<file path="src/rtl/axis_arb_pkg.sv">
// Shared types and helpers for the AXI-Stream packet arbiter.
package axis_arb_pkg;

  typedef enum logic {
    IDLE = 1'b0,
    BUSY = 1'b1
  } arb_state_e;

  // Width of a source index: at least one bit, even for tiny arbiters.
  function automatic int calcIdW(input int nS);
    return (nS > 2) ? $clog2(nS) : 1;
  endfunction

endpackage

</file>
<file path="src/rtl/axis_packet_arbiter_rr_picker.sv">
// Round-robin picker: first set request at or after the pointer, wrapping around.
module rr_picker #(
  parameter int N = 4,
  parameter int W = 2
) (
  input  logic [N-1:0] req_i,
  input  logic [W-1:0] ptr_i,
  output logic [W-1:0] idx_o,
  output logic         valid_o
);

  int            cand;
  logic [W-1:0]  candIdx;

  // Walk the requests starting at the pointer and keep the first hit.
  always_comb begin
    idx_o   = '0;
    valid_o = 1'b0;
    cand    = 0;
    candIdx = '0;
    for (int k = 0; k < N; k++) begin
      cand    = (int'(ptr_i) + k) % N;
      candIdx = W'(cand);
      if (!valid_o && req_i[candIdx]) begin
        valid_o = 1'b1;
        idx_o   = candIdx;
      end
    end
  end

endmodule

</file>
<file path="src/rtl/axis_packet_arbiter.sv">
// Merges N_S AXI-Stream sources into one stream, whole packets at a time,
// with round-robin fairness and a single registered output stage.
module axis_packet_arbiter
  import axis_arb_pkg::*;
#(
  parameter  int N_S            = 4,
  parameter  int WORD_W         = 8,
  parameter  int BUS_W          = 8,
  localparam int WORDS_PER_BEAT = BUS_W / WORD_W,
  localparam int ID_W           = calcIdW(N_S)
) (
  input  logic                                         clk,
  input  logic                                         rst,
  input  logic [N_S-1:0]                               s_valid,
  output logic [N_S-1:0]                               s_ready,
  input  logic [N_S-1:0]                               s_last,
  input  logic [N_S-1:0][WORDS_PER_BEAT-1:0]           s_keep,
  input  logic [N_S-1:0][WORDS_PER_BEAT-1:0][WORD_W-1:0] s_data,
  output logic                                         m_valid,
  output logic                                         m_last,
  input  logic                                         m_ready,
  output logic [WORDS_PER_BEAT-1:0]                    m_keep,
  output logic [WORDS_PER_BEAT-1:0][WORD_W-1:0]        m_data,
  output logic [ID_W-1:0]                              m_id
);

  localparam logic [ID_W-1:0] LastIdx = ID_W'(N_S - 1);

  arb_state_e                            state_q, state_d;
  logic [ID_W-1:0]                       grant_q, grant_d;
  logic [ID_W-1:0]                       lastGrant_q, lastGrant_d;
  logic [ID_W-1:0]                       pickPtr, pickIdx;
  logic                                  pickValid;
  logic                                  grantReady;
  logic                                  beatXfer;

  logic                                  mValid_q;
  logic                                  mLast_q;
  logic [WORDS_PER_BEAT-1:0]             mKeep_q;
  logic [WORDS_PER_BEAT-1:0][WORD_W-1:0] mData_q;
  logic [ID_W-1:0]                       mId_q;

  // Search starts one past the last source that completed a packet.
  always_comb begin
    if (lastGrant_q == LastIdx) pickPtr = '0;
    else                        pickPtr = lastGrant_q + 1'b1;
  end

  rr_picker #(
    .N (N_S),
    .W (ID_W)
  ) uPicker (
    .req_i   (s_valid),
    .ptr_i   (pickPtr),
    .idx_o   (pickIdx),
    .valid_o (pickValid)
  );

  // Arbitration FSM: pick in IDLE, stream the granted packet in BUSY.
  always_comb begin
    state_d     = state_q;
    grant_d     = grant_q;
    lastGrant_d = lastGrant_q;
    s_ready     = '0;
    grantReady  = 1'b0;
    beatXfer    = 1'b0;
    unique case (state_q)
      IDLE: begin
        if (pickValid) begin
          grant_d = pickIdx;
          state_d = BUSY;
        end
      end
      BUSY: begin
        grantReady       = !mValid_q || m_ready;
        s_ready[grant_q] = grantReady;
        beatXfer         = s_valid[grant_q] && grantReady;
        if (beatXfer && s_last[grant_q]) begin
          lastGrant_d = grant_q;
          state_d     = IDLE;
        end
      end
      default: state_d = IDLE;
    endcase
  end

  // Arbitration state registers; reset points the search at source 0.
  always_ff @(posedge clk or posedge rst) begin
    if (rst) begin
      state_q     <= IDLE;
      grant_q     <= '0;
      lastGrant_q <= LastIdx;
    end else begin
      state_q     <= state_d;
      grant_q     <= grant_d;
      lastGrant_q <= lastGrant_d;
    end
  end

  // Single-entry output register: load on transfer, drop valid once drained.
  always_ff @(posedge clk or posedge rst) begin
    if (rst) begin
      mValid_q <= 1'b0;
      mLast_q  <= 1'b0;
      mKeep_q  <= '0;
      mData_q  <= '0;
      mId_q    <= '0;
    end else if (beatXfer) begin
      mValid_q <= 1'b1;
      mLast_q  <= s_last[grant_q];
      mKeep_q  <= s_keep[grant_q];
      mData_q  <= s_data[grant_q];
      mId_q    <= grant_q;
    end else if (m_ready) begin
      mValid_q <= 1'b0;
    end
  end

  assign m_valid = mValid_q;
  assign m_last  = mLast_q;
  assign m_keep  = mKeep_q;
  assign m_data  = mData_q;
  assign m_id    = mId_q;

endmodule

</file>
<file path="config.mk">
export PLATFORM = sky130hd
export DESIGN_NAME = axis_packet_arbiter
export DESIGN_NICKNAME = d
export VERILOG_FILES = /design/src/rtl/axis_arb_pkg.sv /design/src/rtl/axis_packet_arbiter_rr_picker.sv /design/src/rtl/axis_packet_arbiter.sv
export SDC_FILE = /design/constraint.sdc
export NUM_CORES = 1
export LEC_CHECK = 0
export CAP_MARGIN = 20
export CORE_ASPECT_RATIO = 1.1
export CORE_MARGIN = 5
export CORE_UTILIZATION = 36
export CTS_BUF_LIST = sky130_fd_sc_hd__clkbuf_2 sky130_fd_sc_hd__clkbuf_4 sky130_fd_sc_hd__clkbuf_8
export CTS_CLUSTER_SIZE = 24
export DETAILED_ROUTE_END_ITERATION = 7
export GPL_TIMING_DRIVEN = 0
export PLACE_DENSITY = 0.81
export SLEW_MARGIN = 20
export SYNTH_ARGS = -nofsm -noshare
export SYNTH_HDL_FRONTEND = slang
export SYNTH_HIERARCHICAL = 1
export SYNTH_SLANG_ARGS = --single-unit
</file>
<file path="constraint.sdc">
create_clock -name clk -period 1.6 [get_ports clk]
set_input_delay 0.16 -clock clk [delete_from_list [all_inputs] [get_ports clk]]
set_output_delay 0.16 -clock clk [all_outputs]
set_load 0.005 [all_outputs]
</file>
# ---- Yosys cells after proc, flatten, opt, wreduce, memory -nomap -nowiden
# Index checks and enable logic that the tools add are counted.
dict set report op_classes {
  add_sub_neg 4
  order_cmp 6
  eq_ne 1
  mux 34
  bitwise_logic 2
  reduce_logical 14
}
# cell n
set op_table {}
lappend op_table {{$mux W1} 17}
lappend op_table {{$bmux W8 S2} 1}
lappend op_table {{$lt A2 B3 Y1 const B} 5}
lappend op_table {{$bmux W1 S2} 7}
lappend op_table {{$mux W2} 5}
lappend op_table {{$mux W8} 1}
lappend op_table {{$logic_and A1 B1 Y1} 6}
lappend op_table {{$add A2 B1 Y2 const B} 2}
lappend op_table {{$add A2 B2 Y2 const B} 2}
lappend op_table {{$and A4 B4 Y4} 1}
lappend op_table {{$logic_not A1 Y1} 4}
lappend op_table {{$mux W4} 1}
lappend op_table {{$reduce_and A2 Y1} 2}
lappend op_table {{$demux W1 S2} 1}
lappend op_table {{$eq A2 B2 Y1 const B} 1}
lappend op_table {{$ge A2 B1 Y1 const B} 1}
lappend op_table {{$pmux W1 S2} 1}
lappend op_table {{$reduce_bool A2 Y1} 1}
lappend op_table {{$logic_or A1 B1 Y1} 1}
lappend op_table {{$not A1 Y1} 1}
dict set report totals {
  ff_bits 18
  inputBits 47
  out_inout_bits 17
  word_cells 69
}

# ---- Longest topological paths before layout
dict set report logic_depth {
  ltp_word 16
  mapped_depth 7
  depth_no_buf 7
}

# ---- By module
# The synthesis kept the hierarchy.
# mod instances cells_each area_per_inst_um2 seq_area_each_um2
set modules_own_cells {}
lappend modules_own_cells {axis_packet_arbiter 1 72 1104.8 452.9}
lappend modules_own_cells {rr_picker 1 15 77.6 0.0}

# ---- Least setup slack after synthesis
# OpenSTA, ideal clock, no wires.
dict set report synth_path {
  kind {register -> register}
  start {register grant_q[0]}
  end {register mData_q (netlist bit m_data[2])}
  setup_time_ns 0.125
  t_arrival_ns 1.521
  required_ns 1.475
  slack_ns -0.047
  stages_incl_launch_ff 6
  n_path_buf 2
  path_cell_list {dfrtp_1 > buf_6 > mux4_2 > nand3_2 > buf_12 > mux2_4}
}
dict set report synth_between {
  elab_chain_cells 4
}
# element line_no
set synth_rtl {}
lappend synth_rtl {{from (decl)} axis_packet_arbiter.sv:30} ;# logic [ID_W-1:0] grant_q, grant_d;
lappend synth_rtl {{from (signal assigned)} axis_packet_arbiter.sv:95} ;# grant_q <= grant_d;
lappend synth_rtl {{$bmux W1 S2} axis_packet_arbiter.sv:77} ;# beatXfer = s_valid[grant_q] && grantReady;
lappend synth_rtl {{$mux W1 (not written as such)} axis_packet_arbiter.sv:77}
lappend synth_rtl {{$logic_and A1 B1 Y1} axis_packet_arbiter.sv:77}
lappend synth_rtl {{$mux W1} axis_packet_arbiter.sv:67} ;# unique case (state_q)
lappend synth_rtl {{to (signal assigned)} axis_packet_arbiter.sv:112} ;# mData_q <= s_data[grant_q];
lappend synth_rtl {{to (decl)} axis_packet_arbiter.sv:40} ;# logic [WORDS_PER_BEAT-1:0][WORD_W-1:0] mData_q;
# Several ways; a longest one is shown, not always the timed one. The select of a mux whose other input is x is not followed.
# A chain may end at the register's enable or synchronous reset.

# ---- Worst setup path in the final report
dict set report layout_path {
  start {register grant_q[0]}
  end {register mData_q (netlist bit m_data[4])}
}
# The elaborated chain is that of the path after synthesis.

==> metrics.md <==
| Metric | Value |
|---|---|
| Share of layout cells above drive strength 1 | 0.3533 |
| Starting Density | 0.3814 |
| Cell Area, Synth | 1182 µm² |
| Failing checks | setup timing |
| # diodes | 0 |
| I/O Buffers | 63 |
| Vias | 1,085 |
| CTS root buf | clkbuf_4 |
| Wirelength, routed | approximately 3400 µm |
| Max-Cap Viols | 0 |
| CP arrival | between 1.5 and 2 ns |
| Die Span Y | ~70 µm |
| Vias per cell | about 5.4 |
| Initial DRC count | 36 |
| Setup-failing EPs final | 16 |
| Synth Warn # | 6 |
| DIE AREA | approximately 4500 µm² |
| Core box area | between 3000 and 4000 µm² |
| Gr ovfl total | 0 |
| Die span in x | between 60 and 70 µm |
| RD Place Congestion | 0.7543 |
| Initial antenna violation count | 0 |
| Inserted Clock Buffers | 3 |
| WHS | 0.2533 ns |
| Clock Latency Late Sink | 0.28 ns |
| Actual slew at the worst max-slew pin | roughly 0.65 ns |
| Register-to-Register Setup Slack | -0.15 ns |
| Yosys reg bits | 18 |
| Layout Skew | approximately 0.0073 ns |
| CP endpoint kind | flip-flop |
| Post-layout min period | 1.748 ns |
| Final Net Count | roughly 220 |
| Status | finished with violations |
| # hold bufs at CTS | 0 |
| Fmax | between 0.5 and 0.6 GHz |
| # IOs | 64 |
| DRT Pass-1 Iters | 4 |
| Vias in the first global route | roughly 1,200 |
| Syn Area/Cell | between 10 and 15 µm² |
| Sequential area share after synthesis | 0.3831 |
| Worst-path clk slew | 0.11 ns |
| Setup TNS | -1.469 ns |
| Startpoint type of the worst setup path | flip-flop |
| Hold Path Class | in2async |
| Post-Syn Instances | 87 |
| Number of cell rows | 21 |
| Layout area overhead | 76.72% |
| Most common flop cell mapped by yosys | dfrtp_1 |
| CP Max Fanout | 5 |
| GRT Total Usage | 0.1545 |
| Async SR Flop Fraction | 1.000 |
| Max IR drop VDD | roughly 0.88 mV |
| Final ANT Viol Nets | 0 |
| Max Root-Sink Buffers | 2 |
| DP HPWL | 2540 µm |
| Final worst path period share | 1.093 |
| Overall Power | around 3.7 mW |
| Final Hold Fails | 0 |
| PwrDens | about 1800 nW/µm² |
| RSZ-0062 raised after global routing | true |
| DRC | 0 |
| # H-tree levels | 1 |
| Critical Path RT | between 1.5 and 2 ns |
| CTS tree | done |
| Post-Syn Nets | between 100 and 150 |
| Post-synth EDFFs | 0 |
| Rel. slew slack | 0.5646 |
| Leak Pwr | between 0.9 and 1 nW |
| Final non-filler cell total | roughly 200 |
| Netlist cell types | 30 |
| Final max-slew violation count | 0 |
| CTS Sinks | 18 |
| WS Path Type | reg2reg |
| Placed Cells | 184 |
| First-pass GRT wire length | 5513 µm |
| Pin count of the biggest net entering global routing | 19 |
| Wire per inst | between 15 and 20 µm |
| Final worst slack | -0.1483 ns |
final cells by class:
class / instances / area (µm²)
fillers: 232 / 1011
repair buffers: 76 / 762.0
multi-input cells: 56 / 690.7
flip-flops and latches: 18 / 452.9
plain buffers: 6 / 82.58
well taps: 34 / 42.54
clock buffers: 4 / 30.03
inverters: 7 / 28.78
routing by layer:
| layer | GRT usage | share of wire |
|---|---|---|
| met1 | 0.1782 | 0.36 |
| met2 | 0.2924 | 0.55 |
| met3 | 0.02885 | 0.070 |
| met4 | 0.03052 | 0.020 |
| met5 | 0 | 0 |
layout by cell type, fill, tap and decap left out, types with 5 or more instances in the layout:
cell	n
mux2_4	12
buf_4	8
clkdlybuf4s50_1	59
inv_1	5
dfrtp_1	16
mux4_2	7
report_power, final:
part | switching, mW | total [mW] | internal [mW] | leakage [nW]
registers | 0.125 | 0.836 | 0.710 | 0.209
logic | 0.915 | 2.64 | 1.73 | 0.689
clock network | 0.135 | 0.249 | 0.113 | 0.0184
total | 1.18 | 3.73 | 2.55 | 0.916
flip-flops by register name (all words and copies together) (netlist names):
| register | count |
|---|---|
| m_keep | 1 |
| m_id | 2 |
| m_last | 1 |
| lastGrant_q | 2 |
| m_valid | 1 |
| state_q | 1 |
| grant_q | 2 |
| m_data | 8 |
cell families after synthesis:
| kind of cell | Yosys count | share of synthesized area |
|---|---|---|
| multiplexers | 26 | 0.3968 |
| flip-flops | 18 | 0.3831 |
| AND/OR/NAND/NOR | 17 | 0.07408 |
| buffers and inverters | 13 | 0.06454 |
| AO/OA/AOI/OAI | 12 | 0.07091 |
| adder cells (fa/ha/maj) | 1 | 0.01058 |
synth_stat cells (2+ instances only):
library cell	number	area, µm²
nor3_1	2	10.01
mux4_1	6	157.7
mux4_2	5	112.6
o21ai_0	2	10.01
buf_2	3	15.01
dfrtp_1	16	400.4
a21oi_1	4	20.02
dfstp_2	2	52.55
nand3_1	3	15.01
mux2_4	8	120.1
nand2_1	3	11.26
inv_1	6	22.52
nor2_1	4	15.01
mux2_2	7	78.83
critical path: stages, from the launching register on:
cell,delay [ns]
dfrtp_1,0.36
buf_6,0.11
mux4_2,0.54
nand3_4,0.11
buf_12,0.11
buf_12,0.11
mux2_4,0.29
stage by stage:
stage	utilization	setup WS (ns)	cell area, µm²
floorplan	-	-0.03627	1190
global placement	0.6009	-0.2621	1863
detailed placement	0.6009	-0.3033	1863
CTS	0.6675	-0.1620	2069
global route	0.6739	-0.1973	2090
finish	0.6739	-0.1483	2090
path summary, 6_finish.rpt:
| path | from | endpoint | cells after the start |
|---|---|---|---|
| worst max-delay path | grant_q[0] | m_data[4] | 6 |
| worst min-delay path | rst | grant_q[1] | 2 |
| worst max register to register | grant_q[0] | m_data[4] | 6 |
| worst min register to register | m_last | m_last | 1 |
| max in group asynchronous | rst | m_last | 2 |
| min in group clk | m_last | m_last | 1 |
repair_timing:
item                                    in CTS  in global routing
endpoints found under the setup margin      17                 19
cloned                                       1                  1
resized for setup                           32                  6
pin swaps                                    4                  2
setup buffers                               10                  2
(Power assumes the default switching activity.)
